File: src/rtl/micro_waves_control_p.sv
// Microwave oven controller: BCD keypad entry, 1 s countdown, duty-cycled magnetron.
// Latency: state/digits update one clk after the causing input; mag_on/done follow registered state.
// Backpressure: none; level inputs are sampled every cycle, keys are edge-detected.
module micro_waves_control_p #(
   parameter int TICK_DIV   = 100,
   parameter int MIN_DIGITS = 1,
   parameter int PWR_PERIOD = 10
) (
   input  logic                    clk,
   input  logic                    resetn,
   input  logic                    startn,
   input  logic                    stopn,
   input  logic                    clearn,
   input  logic                    door_closed,
   input  logic [9:0]              keypad,
   input  logic [3:0]              power,
   output logic [3:0]              unidades,
   output logic [3:0]              dezenas,
   output logic [4*MIN_DIGITS-1:0] minutos,
   output logic                    mag_on,
   output logic                    done,
   output logic [1:0]              state
);
   typedef enum logic [1:0] {
      ST_IDLE  = 2'd0,
      ST_COOK  = 2'd1,
      ST_PAUSE = 2'd2,
      ST_DONE  = 2'd3
   } state_e;

   localparam int             MW        = 4 * MIN_DIGITS;
   localparam int             PW        = $clog2(TICK_DIV);
   localparam logic [PW-1:0]  PRESC_MAX = PW'(TICK_DIV - 1);
   localparam logic [3:0]     PWR_LEN   = 4'(PWR_PERIOD);
   localparam logic [3:0]     PWR_MAX   = 4'(PWR_PERIOD - 1);

   state_e          state_q, state_d;
   logic [3:0]      uni_q, uni_d;
   logic [3:0]      dez_q, dez_d;
   logic [MW-1:0]   min_q, min_d;
   logic [PW-1:0]   presc_q, presc_d;
   logic [3:0]      pwr_q, pwr_d;
   logic [9:0]      key_prev_q, key_prev_d;

   logic            key_press;
   logic [3:0]      key_val;
   logic            time_zero;
   logic            hold_req;
   logic            start_req;
   logic [MW-1:0]   min_dec;
   logic            borrow;
   logic [3:0]      eff;

   // Key index of the (one-hot) keypad; a press is a one-hot pattern following an all-zero cycle
   always_comb begin
      key_val = 4'd0;
      for (int i = 0; i < 10; i++) begin
         if (keypad[i]) key_val = 4'(i);
      end
   end

   assign key_press = $onehot(keypad) && (key_prev_q == 10'd0);
   assign time_zero = (uni_q == 4'd0) && (dez_q == 4'd0) && (min_q == '0);
   assign hold_req  = !stopn || !door_closed;
   assign start_req = !startn && stopn && door_closed && clearn && !time_zero;

   // Minutes decremented as a multi-digit BCD number (only used when minutes are nonzero)
   always_comb begin
      min_dec = min_q;
      borrow  = 1'b1;
      for (int i = 0; i < MIN_DIGITS; i++) begin
         if (borrow) begin
            if (min_q[4*i +: 4] == 4'd0) begin
               min_dec[4*i +: 4] = 4'd9;
            end else begin
               min_dec[4*i +: 4] = min_q[4*i +: 4] - 4'd1;
               borrow            = 1'b0;
            end
         end
      end
   end

   // Next-state, digit entry, countdown and counter updates
   always_comb begin
      state_d    = state_q;
      uni_d      = uni_q;
      dez_d      = dez_q;
      min_d      = min_q;
      presc_d    = presc_q;
      pwr_d      = pwr_q;
      key_prev_d = keypad;

      if (!clearn) begin
         state_d = ST_IDLE;
         uni_d   = 4'd0;
         dez_d   = 4'd0;
         min_d   = '0;
         presc_d = '0;
         pwr_d   = 4'd0;
      end else begin
         case (state_q)
            ST_IDLE, ST_PAUSE: begin
               if (hold_req) begin
                  state_d = state_q;
               end else if (start_req) begin
                  state_d = ST_COOK;
                  // A fresh cook starts a full second and a new power cycle; resume keeps both
                  if (state_q == ST_IDLE) begin
                     presc_d = '0;
                     pwr_d   = 4'd0;
                  end
               end else if (startn && key_press) begin
                  min_d = MW'({min_q, dez_q});
                  dez_d = uni_q;
                  uni_d = key_val;
               end
            end
            ST_COOK: begin
               if (hold_req) begin
                  state_d = ST_PAUSE;
               end else if (time_zero) begin
                  state_d = ST_DONE;
               end else if (presc_q == PRESC_MAX) begin
                  presc_d = '0;
                  pwr_d   = (pwr_q == PWR_MAX) ? 4'd0 : pwr_q + 4'd1;
                  if (uni_q != 4'd0) begin
                     uni_d = uni_q - 4'd1;
                  end else begin
                     uni_d = 4'd9;
                     if (dez_q != 4'd0) begin
                        dez_d = dez_q - 4'd1;
                     end else begin
                        dez_d = 4'd5;
                        min_d = min_dec;
                     end
                  end
               end else begin
                  presc_d = presc_q + 1'b1;
               end
            end
            default: begin
               if (!door_closed) begin
                  state_d = ST_IDLE;
                  uni_d   = 4'd0;
                  dez_d   = 4'd0;
                  min_d   = '0;
                  presc_d = '0;
                  pwr_d   = 4'd0;
               end
            end
         endcase
      end
   end

   // State registers, cleared immediately by resetn
   always_ff @(posedge clk or negedge resetn) begin
      if (!resetn) begin
         state_q    <= ST_IDLE;
         uni_q      <= 4'd0;
         dez_q      <= 4'd0;
         min_q      <= '0;
         presc_q    <= '0;
         pwr_q      <= 4'd0;
         key_prev_q <= 10'd0;
      end else begin
         state_q    <= state_d;
         uni_q      <= uni_d;
         dez_q      <= dez_d;
         min_q      <= min_d;
         presc_q    <= presc_d;
         pwr_q      <= pwr_d;
         key_prev_q <= key_prev_d;
      end
   end

   // Power 0 or out of range means full power
   always_comb begin
      eff = ((power == 4'd0) || (power >= PWR_LEN)) ? PWR_LEN : power;
   end

   assign mag_on   = (state_q == ST_COOK) && door_closed && (pwr_q < eff);
   assign done     = (state_q == ST_DONE);
   assign state    = state_q;
   assign unidades = uni_q;
   assign dezenas  = dez_q;
   assign minutos  = min_q;

endmodule

File: config.mk
export PLATFORM = sky130hd
export DESIGN_NAME = micro_waves_control_p
export DESIGN_NICKNAME = d
export VERILOG_FILES = /design/src/rtl/micro_waves_control_p.sv
export SDC_FILE = /design/constraint.sdc
export NUM_CORES = 1
export LEC_CHECK = 0
export ABC_AREA = 1
export CELL_PAD_IN_SITES_DETAIL_PLACEMENT = 2
export CELL_PAD_IN_SITES_GLOBAL_PLACEMENT = 2
export CORE_ASPECT_RATIO = 0.75
export CORE_MARGIN = 2
export CORE_UTILIZATION = 33
export DETAILED_ROUTE_END_ITERATION = 10
export GPL_TIMING_DRIVEN = 0
export PLACE_DENSITY = 0.87
export SYNTH_ARGS = -nofsm -noshare
export SYNTH_HDL_FRONTEND = slang
export SYNTH_SLANG_ARGS = --single-unit
File: constraint.sdc
create_clock -name clk -period 2.4 [get_ports clk]
set_input_delay 0.48 -clock clk [delete_from_list [all_inputs] [get_ports clk]]
set_output_delay 0.48 -clock clk [all_outputs]
set_load 0.05 [all_outputs]
; ---- After elaboration in Yosys (flattened, before gate mapping)
; Index checks and enable logic that the tools add are counted.
[totals]
ff_bits = 35
input_bits = 20
out_inout_bits = 16
elab_cells = 138
[classes]
add_sub_neg = 14
order_cmp = 2
n_eq_ne = 18
mux = 66
reduce_logical = 31
[ops]
columns = operator, n
row1 = 4-bit 2-to-1 mux, 44
row2 = 7-bit 2-to-1 mux, 8
row3 = 4-bit case mux with 2 select lines, 4
row4 = "3-bit inequality test, second input constant", 10
row5 = 4-bit zero test, 4
row6 = 2-bit 2-to-1 mux, 7
row7 = 7-bit case mux with 2 select lines, 1
row8 = 7-bit AND reduction, 2
row9 = "4-bit by 1-bit subtractor with 4-bit output, second input constant", 3
row10 = 1-bit by 1-bit adder with 2-bit output, 5
row11 = 1-bit logical AND, 10
row12 = 10-bit zero test, 1
row13 = 9-bit AND reduction, 1
row14 = 8-bit AND reduction, 1
row15 = 4-bit nonzero test, 2
row16 = "7-bit by 1-bit adder with 7-bit output, second input constant", 1
row17 = "7-bit equality test, second input constant", 1
row18 = 2-bit by 2-bit adder with 3-bit output, 2
row19 = 6-bit AND reduction, 1
row20 = 3-bit by 3-bit adder with 4-bit output, 1
row21 = "4-bit by 1-bit adder with 4-bit output, second input constant", 1
row22 = 4-bit by 2-bit adder with 4-bit output, 1
row23 = "2-bit equality test, second input constant", 2
row24 = "4-bit by 1-bit equality test with 1-bit output, second input constant", 1
row25 = 13 further kinds, 17

; ---- Logic depth before layout (Yosys ltp)
[logic_depth]
ltp_word = 14
mapped_depth = 18
mapped_depth_nobuf = 18

; ---- Least setup slack after synthesis
; No wires, ideal clock.
[synth_timing]
path_type = input to register
start = input keypad[0]
end = register dez_q[0] (netlist: dezenas[0])
setup_time_ps = 66
arrival_ps = 3435
required_time_ps = 2334
setup_slack_ps = -1101
path_stages = 16
path_buffers = 0
path_cell_list = fa_1 > fa_1 > inv_1 > fa_1 > inv_1 > ha_1 > inv_1 > fa_1 > nand3_1 > nor2_1 > nand3_1 > nand2_1 > inv_1 > nor2_1 > nand3_1 > nand2_1
[synth_between]
elab_chain_cells = 9
[synth_lines]
columns = item, line
row1 = from (decl), 15  ; input logic [9:0] keypad,
row2 = 1-bit by 1-bit adder with 2-bit output (implied by the code), 62  ; assign key_press = $onehot(keypad) && (key_prev_q == 10'd0);
row3 = 2-bit by 2-bit adder with 3-bit output (implied by the code), 62
row4 = 3-bit by 3-bit adder with 4-bit output (implied by the code), 62
row5 = 4-bit by 2-bit adder with 4-bit output (implied by the code), 62
row6 = 4-bit by 1-bit equality test with 1-bit output, 62
row7 = 1-bit logical AND, 62
row8 = 1-bit logical AND, 112  ; end else if (startn && key_press) begin
row9 = 3-bit inequality test (no line), --
row10 = 8-bit AND reduction (no line), --
row11 = to (signal assigned), 168  ; dez_q <= dez_d;
row12 = to (decl), 39  ; logic [3:0] dez_q, dez_d;
; Every way passes these cells.
; A chain may end at the register's enable or synchronous reset.

; ---- Worst setup path after layout
[layout_timing]
start = input keypad[5]
end = register min_q[2] (netlist: minutos[2])
[layout_between]
elab_chain_cells = 9
[layout_lines]
columns = item, line
row1 = 1-bit by 1-bit adder with 2-bit output (implied by the code), 62
row2 = 2-bit by 2-bit adder with 3-bit output (implied by the code), 62
row3 = 3-bit by 3-bit adder with 4-bit output (implied by the code), 62
row4 = 4-bit by 2-bit adder with 4-bit output (implied by the code), 62
row5 = 4-bit by 1-bit equality test with 1-bit output, 62
row6 = 1-bit logical AND, 62
row7 = 1-bit logical AND, 112
row8 = 3-bit inequality test (no line), --
row9 = 9-bit AND reduction (no line), --
row10 = to (signal assigned), 169  ; min_q <= min_d;
row11 = to (decl), 40  ; logic [MW-1:0] min_q, min_d;
; Every way passes these cells.

==> key figures <==
Synth
  • Synth Register Bits: 35
  • Most instantiated cells after synthesis: nand2_1 (112), inv_1 (51), nor2_1 (36)
  • Yosys cell types: 30
  • Mean Syn Cell Area: 7.20 um2
  • Yosys warning count: 0
  • Synthesized instance count: 350
  • Post-Syn Nets: 389
  • Most common cell in the netlist: nand2_1
  • Ys async rst share: 100%
  • Seq/Total Area, Yosys: about a third
  • Cell taking the most area after synthesis: dfrtp_1
  • Netlist Area Pre-Place: approximately 2500 um2
  • Ranking of synthesized cells by area: dfrtp_1 (35%), nand2_1 (17%), inv_1 (7.6%), ha_1 (6.5%), nor2_1 (5.4%)
  • Number of flops mapped to enable cells by yosys: 0
  • Ys flop type: dfrtp_1
  • Yosys top cell area share: 34.7%

Finish
  • Finished Cell Area: 3160 um2
  • Layout cell share with drive strength beyond 1: 15.2%
  • P&R area growth vs syn: 25.3%
  • NumNets Final: approximately 440
  • Number of diodes: 0
  • Layout filler cell count: between 900 and 1000

Die
  • Die area: 8360 um2
  • Core Region: 7360 um2
  • Ports: 36
  • Row count: 27
  • Chip Height: 79.7 um
  • Initial Util: 34.2%
  • Die width: 105 um

Timing
  • Final worst slack: -1090 ps
  • FMAX: 287 MHz
  • Slew HR: 43.3%
  • Worst slew pin tran: 851 ps
  • Worst Hold Margin: 290 ps
  • Clock Skew: 7.88 ps
  • Pins over their slew limit: 0
  • RSZ-0062 raised after global routing: true
  • Final Hold Fails: 0
  • Min cycle time layout: roughly 3500 ps
  • Final period util: 145%
  • Setup Viol. Count Final: 12

Global route
  • Number of global-route vias before repair: approximately 2900
  • First-pass GRT wire length: 14400 um
  • GRT Total Usage: 21.7%
  • Total congestion overflow: 0
  • Initial antenna violation count: 0
  • Largest net degree at the start of global routing: 36

Clocking
  • Clk slew on worst S/H paths: 70 ps
  • Worst-skew pair later-pin latency: 300 ps
  • Clock Path Buffers: 2
  • TritonCTS Buffers: 5
  • Cts hold-fix bufs: 0
  • CTS sink cnt: 35
  • CTS tree: done
  • CTS root buf: clkbuf_8
  • H-Tree Depth: 2

Placed design
  • PortBufs: 35
  • Final HPWL DP: 6430 um
  • GP Congestion: 0.781
  • Placed instance area: 3000 um2
  • Pre-CTS setup slack: -1990 ps

Detailed routing
  • Antenna Nets Post-Route: 0
  • Vias: between 2000 and 3000
  • Avg WL per Cell: 17.9 um
  • DRT iter0 DRCs: around 100
  • DRC viols: 0
  • Via/cell ratio: 5.07
  • Total wire length: 8910 um
  • Drt first pass iters: 4

Power and ir drop
  • VDD IR max: 332 uV
  • Total power: ~0.0033 W
  • Leak pwr: ~1.6 nW
  • Pwr/cell area: 1040 nW/um2

Worst setup path
  • Worst Path Required: between 2000 and 3000 ps
  • Startpoint Class: primary input
  • Setup crit end kind: flop
  • CP max FO: 5
  • Worst Setup Path Type: in -> reg
  • CP arrival: approximately 3700 ps

Status
  • Status: finished with violations
  • Failing checks: setup timing

Min path
  • Worst hold path type: in -> async

Run
  • Max cap viols: 0
==> cell usage in the layout, fill, tap and decap left out, types with 6 or more instances in the layout <==
cell type,instances
a21oi_1,9
clkdlybuf4s50_1,22
dfrtp_1,35
fa_1,6
ha_1,12
inv_1,49
nand2_1,108
nand2_2,9
nand3_1,22
nand4_1,9
nor2_1,32
o21ai_0,10
==> layer usage <==
metal | part of all wire [%] | up-vias | wire length (um) | global-route usage [%]
met2 | 50 | 34 | 4490 | 39.0
met4 | 1.1 | 0 | 102 | 4.00
met5 | 0 | - | 0 | 0
met1 | 46 | 1272 | 4120 | 27.9
met3 | 2.3 | 11 | 202 | 3.59
li1 | - | 1203 | - | -
==> metrics by stage <==
stage               util, %  cells  TNS [ps]
finish                 42.9    497    -12720
detailed placement     40.7    486    -24530
floorplan                 -    350    -11920
CTS                    42.7    496    -12880
global route           42.9    497    -14910
global placement       40.8    486    -24140
==> state kept, by name, indices dropped and copies added (netlist names) <==
register	flops
dezenas	4
key_prev_q	10
minutos	4
presc_q	7
pwr_q	4
state	2
unidades	4
==> area by class of cell <==
class                           instances  area (um2)  area share (%)
Buffer                                  1        11.3           0.357
Timing Repair Buffer                   40         362            11.5
Multi-Input combinational cell        260        1510            47.7
Inverter                               54         203            6.42
Sequential cell                        35         876            27.7
Tap cell                              101         126            4.00
Clock buffer                            6        72.6            2.30
==> critical path, cell delays in order <==
cell,delay [ps]
buf_6,100
fa_1,520
fa_1,520
inv_1,50
fa_1,440
inv_2,80
ha_4,140
inv_2,40
fa_1,500
nand3_2,80
nor2_2,100
nand3_2,110
nand2_4,110
nand4_1,210
nand2_1,150
nand2_1,50
==> worst paths after layout <==
kind	start	end	slack, ps	cells after the start
max reg2reg	dezenas[0]	minutos[2]	190	10
min	resetn	dezenas[2]	290	1
min reg2reg	dezenas[0]	dezenas[0]	510	2
max in group asynchronous	resetn	state[0]	1580	1
min in group clk	keypad[5]	key_prev_q[5]	290	1
max	keypad[5]	minutos[2]	-1090	16
==> what timing repair did <==
action / CTS / global route
setup buffers: 4 / 1
endpoints found under the setup margin: 14 / 13
pin swaps: 20 / 16
gates resized for setup: 62 / 9
==> logic make-up (layout without fill, tap and decap cells) <==
kind of cell    after synthesis  count (layout)  synth area share [%]
simple gates                204             204                  35.9
buf+inv                      55             101                  8.49
compound gates               32              32                  7.89
xor+xnor                      5               5                  1.74
fa+ha+maj                    19              19                  11.2
flops                        35              35                  34.7
==> power by group <==
group | switching [W] | internal, W
clock network | 0.000230 | 0.000194
logic | 0.00135 | 0.000631
registers | 0.000171 | 0.000709
total | 0.00175 | 0.00153
Note: power is estimated with default switching activity, not from simulation.
